## src/rtl/r3_polymul_sched.sv

```systemverilog
// r3_polymul_sched
// Computes the full (unreduced) product of two R3 polynomials of NB*32
// coefficients each by issuing all NB*NB 32x32 block products to a shared
// r3_mul_32 core and accumulating the 63-coefficient partial products mod 3.
//
// Ports:
//   clk, rst              clock, synchronous active-high reset
//   wr_en/wr_sel/wr_addr  operand word write (sel 0 = F, 1 = G), IDLE only
//   wr_d0/wr_d1           operand planes (d0 = nonzero, d1 = sign)
//   start                 begin a product (IDLE only)
//   busy/done             status; done is a one-cycle pulse
//   rd_addr/rd_d0/rd_d1   combinational result word read (0 beyond 2*NB-1)
//   mul_*                 handshake and operands to/from the multiplier core
//
// Coefficient encoding {d1,d0}: 0=(0,0), +1=(0,1)... i.e. d0=1,d1=0 is +1,
// d0=1,d1=1 is -1, d0=0 is 0 regardless of d1.
module r3_polymul_sched #(
   parameter int NB = 4
) (
   input  logic        clk,
   input  logic        rst,
   input  logic        wr_en,
   input  logic        wr_sel,
   input  logic [2:0]  wr_addr,
   input  logic [31:0] wr_d0,
   input  logic [31:0] wr_d1,
   input  logic        start,
   output logic        busy,
   output logic        done,
   input  logic [3:0]  rd_addr,
   output logic [31:0] rd_d0,
   output logic [31:0] rd_d1,
   output logic        mul_in_ready,
   output logic [31:0] mul_f0,
   output logic [31:0] mul_f1,
   output logic [31:0] mul_g0,
   output logic [31:0] mul_g1,
   input  logic [63:0] mul_do0,
   input  logic [63:0] mul_do1,
   input  logic        mul_valid
);

   typedef enum logic [2:0] {
      S_IDLE  = 3'd0,
      S_ISSUE = 3'd1,
      S_WAIT  = 3'd2,
      S_ACC   = 3'd3,
      S_DRAIN = 3'd4,
      S_DONE  = 3'd5
   } state_t;

   // Map an encoded coefficient to 0, 1 or 2 (2 standing for -1).
   function automatic logic [1:0] coef_val(input logic d0, input logic d1);
      logic [1:0] v;
      if (!d0) begin
         v = 2'd0;
      end else if (d1) begin
         v = 2'd2;
      end else begin
         v = 2'd1;
      end
      return v;
   endfunction

   // Coefficient-wise mod-3 addition of two 32-coefficient words; returns {d1,d0}.
   function automatic logic [63:0] word_add(input logic [31:0] a0, input logic [31:0] a1,
                                            input logic [31:0] b0, input logic [31:0] b1);
      logic [31:0] r0;
      logic [31:0] r1;
      logic [2:0]  s;
      for (int n = 0; n < 32; n++) begin
         s = {1'b0, coef_val(a0[n], a1[n])} + {1'b0, coef_val(b0[n], b1[n])};
         if (s >= 3'd3) begin
            s = s - 3'd3;
         end else begin
            s = s;
         end
         r0[n] = (s != 3'd0);
         r1[n] = (s == 3'd2);
      end
      return {r1, r0};
   endfunction

   state_t      state_r, state_nx;
   logic [2:0]  i_r, j_r, i_nx, j_nx;
   logic [31:0] f0_r [0:7];
   logic [31:0] f1_r [0:7];
   logic [31:0] g0_r [0:7];
   logic [31:0] g1_r [0:7];
   logic [31:0] acc0_r [0:15];
   logic [31:0] acc1_r [0:15];
   logic [62:0] tile0_r, tile1_r;
   logic        busy_r, done_r, mul_in_ready_r;
   logic [31:0] mul_f0_r, mul_f1_r, mul_g0_r, mul_g1_r;
   logic [31:0] op_f0_s, op_f1_s, op_g0_s, op_g1_s;
   logic [3:0]  k_s, k1_s;
   logic [63:0] sum_lo_s, sum_hi_s;
   logic        wr_ok_s, last_s, rd_ok_s;
   logic        unused_s;

   // Bit 63 of the core outputs carries no coefficient.
   assign unused_s = mul_do0[63] ^ mul_do1[63];

   assign wr_ok_s = (state_r == S_IDLE) && wr_en && ({1'b0, wr_addr} < 4'(NB));
   assign last_s  = (i_r == 3'(NB - 1)) && (j_r == 3'(NB - 1));
   assign k_s     = {1'b0, i_r} + {1'b0, j_r};
   assign k1_s    = k_s + 4'd1;

   // State register and tile indices.
   always_ff @(posedge clk) begin
      if (rst) begin
         state_r <= S_IDLE;
         i_r     <= 3'd0;
         j_r     <= 3'd0;
      end else begin
         state_r <= state_nx;
         i_r     <= i_nx;
         j_r     <= j_nx;
      end
   end

   // Next-state logic; tiles are walked with i outer, j inner.
   always_comb begin
      state_nx = state_r;
      i_nx     = i_r;
      j_nx     = j_r;
      case (state_r)
         S_IDLE: begin
            if (start) begin
               state_nx = S_ISSUE;
               i_nx     = 3'd0;
               j_nx     = 3'd0;
            end else begin
               state_nx = S_IDLE;
            end
         end
         S_ISSUE: state_nx = S_WAIT;
         S_WAIT: begin
            if (mul_valid) begin
               state_nx = S_ACC;
            end else begin
               state_nx = S_WAIT;
            end
         end
         S_ACC: state_nx = S_DRAIN;
         S_DRAIN: begin
            if (mul_valid) begin
               state_nx = S_DRAIN;
            end else if (last_s) begin
               state_nx = S_DONE;
            end else if (j_r == 3'(NB - 1)) begin
               state_nx = S_ISSUE;
               j_nx     = 3'd0;
               i_nx     = i_r + 3'd1;
            end else begin
               state_nx = S_ISSUE;
               j_nx     = j_r + 3'd1;
            end
         end
         S_DONE:  state_nx = S_IDLE;
         default: state_nx = S_IDLE;
      endcase
   end

   // Operand words for the next issue; a write landing on the start cycle is
   // forwarded so the first tile already sees the new word.
   always_comb begin
      op_f0_s = f0_r[i_nx];
      op_f1_s = f1_r[i_nx];
      op_g0_s = g0_r[j_nx];
      op_g1_s = g1_r[j_nx];
      if (wr_ok_s && !wr_sel && (wr_addr == i_nx)) begin
         op_f0_s = wr_d0;
         op_f1_s = wr_d1;
      end else if (wr_ok_s && wr_sel && (wr_addr == j_nx)) begin
         op_g0_s = wr_d0;
         op_g1_s = wr_d1;
      end else begin
         op_f0_s = f0_r[i_nx];
         op_g0_s = g0_r[j_nx];
      end
   end

   // Mod-3 sums for the two result words touched by the current tile.
   always_comb begin
      sum_lo_s = word_add(acc0_r[k_s], acc1_r[k_s], tile0_r[31:0], tile1_r[31:0]);
      sum_hi_s = word_add(acc0_r[k1_s], acc1_r[k1_s], {1'b0, tile0_r[62:32]}, {1'b0, tile1_r[62:32]});
   end

   // Operand buffers, tile capture, accumulator and registered outputs.
   always_ff @(posedge clk) begin
      if (rst) begin
         for (int n = 0; n < 8; n++) begin
            f0_r[n] <= 32'd0;
            f1_r[n] <= 32'd0;
            g0_r[n] <= 32'd0;
            g1_r[n] <= 32'd0;
         end
         for (int n = 0; n < 16; n++) begin
            acc0_r[n] <= 32'd0;
            acc1_r[n] <= 32'd0;
         end
         tile0_r        <= 63'd0;
         tile1_r        <= 63'd0;
         busy_r         <= 1'b0;
         done_r         <= 1'b0;
         mul_in_ready_r <= 1'b0;
         mul_f0_r       <= 32'd0;
         mul_f1_r       <= 32'd0;
         mul_g0_r       <= 32'd0;
         mul_g1_r       <= 32'd0;
      end else begin
         if (wr_ok_s) begin
            if (wr_sel) begin
               g0_r[wr_addr] <= wr_d0;
               g1_r[wr_addr] <= wr_d1;
            end else begin
               f0_r[wr_addr] <= wr_d0;
               f1_r[wr_addr] <= wr_d1;
            end
         end
         if ((state_r == S_IDLE) && start) begin
            for (int n = 0; n < 16; n++) begin
               acc0_r[n] <= 32'd0;
               acc1_r[n] <= 32'd0;
            end
         end else if (state_r == S_ACC) begin
            acc0_r[k_s]  <= sum_lo_s[31:0];
            acc1_r[k_s]  <= sum_lo_s[63:32];
            acc0_r[k1_s] <= sum_hi_s[31:0];
            acc1_r[k1_s] <= sum_hi_s[63:32];
         end
         if ((state_r == S_WAIT) && mul_valid) begin
            tile0_r <= mul_do0[62:0];
            tile1_r <= mul_do1[62:0];
         end
         if (state_nx == S_ISSUE) begin
            mul_f0_r <= op_f0_s;
            mul_f1_r <= op_f1_s;
            mul_g0_r <= op_g0_s;
            mul_g1_r <= op_g1_s;
         end
         mul_in_ready_r <= (state_nx == S_ISSUE);
         busy_r         <= (state_nx == S_ISSUE) || (state_nx == S_WAIT) ||
                           (state_nx == S_ACC)   || (state_nx == S_DRAIN);
         done_r         <= (state_nx == S_DONE);
      end
   end

   assign rd_ok_s = ({1'b0, rd_addr} < 5'(2 * NB));
   assign rd_d0   = rd_ok_s ? acc0_r[rd_addr] : 32'd0;
   assign rd_d1   = rd_ok_s ? acc1_r[rd_addr] : 32'd0;

   assign busy         = busy_r;
   assign done         = done_r;
   assign mul_in_ready = mul_in_ready_r;
   assign mul_f0       = mul_f0_r;
   assign mul_f1       = mul_f1_r;
   assign mul_g0       = mul_g0_r;
   assign mul_g1       = mul_g1_r;

endmodule

```

## config.mk

```make
export PLATFORM = sky130hd
export DESIGN_NAME = r3_polymul_sched
export DESIGN_NICKNAME = d
export VERILOG_FILES = /design/src/rtl/r3_polymul_sched.sv
export SDC_FILE = /design/constraint.sdc
export NUM_CORES = 2
export LEC_CHECK = 0
export ABC_CLOCK_PERIOD_IN_PS = 7200
export BUFFER_PORTS_ARGS = -buffer_cell sky130_fd_sc_hd__buf_2
export CORE_MARGIN = 2
export CORE_UTILIZATION = 45
export DETAILED_ROUTE_END_ITERATION = 10
export HOLD_SLACK_MARGIN = 0.08
export PLACE_DENSITY = 0.66
export SLEW_MARGIN = 20
export SYNTH_ARGS = -nofsm -noshare
export SYNTH_HDL_FRONTEND = slang
export SYNTH_SLANG_ARGS = --single-unit
```

## constraint.sdc

```tcl
create_clock -name clk -period 7.2 [get_ports clk]
set_input_delay 0.36 -clock clk [delete_from_list [all_inputs] [get_ports clk]]
set_output_delay 0.36 -clock clk [all_outputs]
set_load 0.03 [all_outputs]
```

==> flow_summary.toml <==
[run]
cap_violations = 0

[floorplan]
rows = 190
die_y_um = 522
die_w_um = 522
io_pins = 400
start_util_pct = 45.1
core_um2 = 267000
dieArea_um2 = 272000

[sta]
finalCritPeriodShare_pct = 97.6
slew_violations = 0
finalCriticalPeriod_ps = 7030
holdWs_ps = 190
fin_skew_ps = 61.8
setup-violations-final = 0
final.setup.tns_ps = 0
finalHoldViolCount = 0
worstMarginPinSlew_ps = 1350
relSlewSlack_pct = 9.56
fmax_mhz = 142
grt_setup_unrepaired = "false"

[routing]
wl_per_cell_um = 32.5
drcViolationCount = 0
ant_nets = 0
drt-vias-per-instance = 6.74
vias = 96400
drt_iter0_markers = 14500
first_pass_iters = 10
routed_wl_mm = 464

[run_status]
status = "completed"

[cells_and_area]
finish.net_count = 11000
area_growth_pct = 15.1
drive_gt1_share_pct = 17.3

[clocking]
cts_buffer_depth = 4
cts_setup_buffers = 0
cts_tree = "done"
clk_pin_slew_ps = 60
cts_root_buf = "clkbuf_16"
htree_levels = 4
cts.sinks = 2314
cts_buffers = 243
clock_latency_ps = 960

[logic_synthesis]
synthCells = 9794
synth_edf_count = 2048
synth_top_area_share_pct = 51.0
synth_top_flop_cell = "edfxtp_1"
synthTopCellsByArea = "edfxtp_1, mux4_2, dfxtp_1"
ys_top_cells_by_count = "edfxtp_1, nand2_1, clkbuf_1, o21ai_0, mux4_2"
ys_types = 74
ys_ff_latch = 2314
yosysMostFrequentCell = "edfxtp_1"
synthArstFlopShare_pct = 0
synth_area_per_cell_um2 = 12.3
synth_area_leader_cell = "edfxtp_1"
synth.yosys.seq_area_share_pct = 55.4
synth_area_um2 = 121000
yosysWarnings = 0

[placement]
gp_congestion = 0.937
hpwlAfterDp_mm = 263
io_buffers = 397

[power_and_ir_drop]
p_leak_nw = 50.9
power_density_nw_per_um2 = 235
ir_worst_vdd_mv = 0.229
p_total_w = 0.0327

[critical_path]
setup.worst_path.end_class = "register"
worstPathMaxFanout = 12
critPathArrivalTime_ps = 7630
worstSetupPathType = "register to register"
startpoint_type = "register"
worstReg2RegStart = "j_r[0]"
required_ps = 7800
cp-startpoint = "j_r[0]"

[global_routing]
grt_pass1_vias = 95100
grt_usage_pct = 33.2
overflow = 0
grt_pass1_wl_mm = 656
antenna_found_initial = 44
grt_max_degree = 183

[hold_path]
hold_class = "primary input to register"
hp-start = "mul_do0[33]"
final timing paths:
check                           slack, ps  cells past startpoint            end
worst max-delay path                  170                     22  acc1_r[2][27]
worst min-delay path                  190                      3    tile0_r[33]
worst max register to register        170                     22  acc1_r[2][27]
worst min register to register        460                      2    tile0_r[12]
flip-flops by register name, summed over array words and instances, names as in the netlist, 63 cells and up:
| signal | cells |
|---|---|
| acc1_r | 512 |
| tile1_r | 63 |
| g0_r | 256 |
| g1_r | 256 |
| f1_r | 256 |
| acc0_r | 512 |
| f0_r | 256 |
| tile0_r | 63 |
cells in the final DEF, fill, tap and decap left out, types with 63 or more instances in the layout:
| master | synthesis | routed |
|---|---|---|
| o21ai_0 | 610 | 605 |
| a21oi_1 | 592 | 589 |
| a221oi_1 | 77 | 77 |
| o21ai_1 | 92 | 95 |
| a32o_1 | 63 | 63 |
| inv_1 | 137 | 137 |
| mux2_2 | 78 | 78 |
| dlygate4sd3_1 | 0 | 197 |
| clkbuf_16 | 0 | 247 |
| a221o_1 | 135 | 135 |
| conb_1 | 1 | 512 |
| nor3_1 | 106 | 89 |
| buf_2 | 131 | 394 |
| mux2i_1 | 159 | 155 |
| ha_1 | 198 | 196 |
| fa_1 | 64 | 64 |
| dfxtp_1 | 266 | 266 |
| nor2b_1 | 105 | 103 |
| mux4_2 | 603 | 603 |
| o22ai_1 | 528 | 528 |
| and2_1 | 549 | 547 |
| nor2_1 | 181 | 168 |
| a22oi_1 | 252 | 252 |
| nand2_1 | 987 | 977 |
| or3_1 | 126 | 126 |
| edfxtp_1 | 2048 | 2048 |
| nand3_1 | 550 | 520 |
| buf_4 | 1 | 251 |
layout make-up:
class | instances | area (µm²)
timing repair buffer | 895 | 6820
fill | 22600 | 128000
clock inverter | 111 | 1010
inverter | 139 | 522
multi-input combinational | 6938 | 52400
clock buffer | 337 | 6790
tap | 3552 | 4440
antenna | 19 | 47.5
sequential | 2314 | 66800
cell families after synthesis:
logic type | Yosys count | share of synthesized area [%]
simple gates | 2746 | 11.3
compound gates | 2567 | 13.3
flops | 2314 | 55.4
buf+inv | 1053 | 3.51
other cells | 1 | 0.00311
xor+xnor | 11 | 0.105
fa+ha+maj | 262 | 3.12
mux | 840 | 13.3
what timing repair did:
item,4_1_cts,5_1_grt
endpoints found under the setup margin,0,34
hold buffers,197,0
endpoints found under the hold margin,825,0
resized for setup,0,2
metrics by stage:
step	utilization (%)	instance area, µm²	setup slack, ps	std cells
2_1_floorplan	-	123000	1240	10300
3_3_place_gp	48.2	129000	509	13600
3_5_place_dp	48.3	129000	467	13600
4_1_cts	51.9	139000	383	14300
5_1_grt	51.9	139000	37.6	14300
6_report	52.0	139000	170	14300
routing by layer:
layer	wire, µm	vias up	global-route usage (%)
met1	150000	46800	39.0
met2	200000	8139	49.8
li1	-	39100	-
met5	551	-	0.579
met4	41200	58	23.5
met3	72600	2288	13.1
worst max-delay path: stages, from the launching register on:
cell      delay, ps
dfxtp_1         610
ha_4            240
fa_1            430
ha_1            230
xor3_4          540
nand2_1         100
nand2_1         680
buf_4           500
a221oi_1        360
o21ai_0         150
a31oi_1         400
nor2b_1         210
ha_1            170
inv_1            60
fa_1            550
inv_1            50
ha_1            190
ha_1            190
nor2b_1         160
nand2_1         120
o211ai_1        330
buf_4           300
o21ai_0         110
where the power goes:
group	switching (W)	internal, W
clock network	0.00549	0.00716
logic	0.00260	0.00125
registers	0.000526	0.0156
No activity file was read; power rests on OpenSTA's default activity.
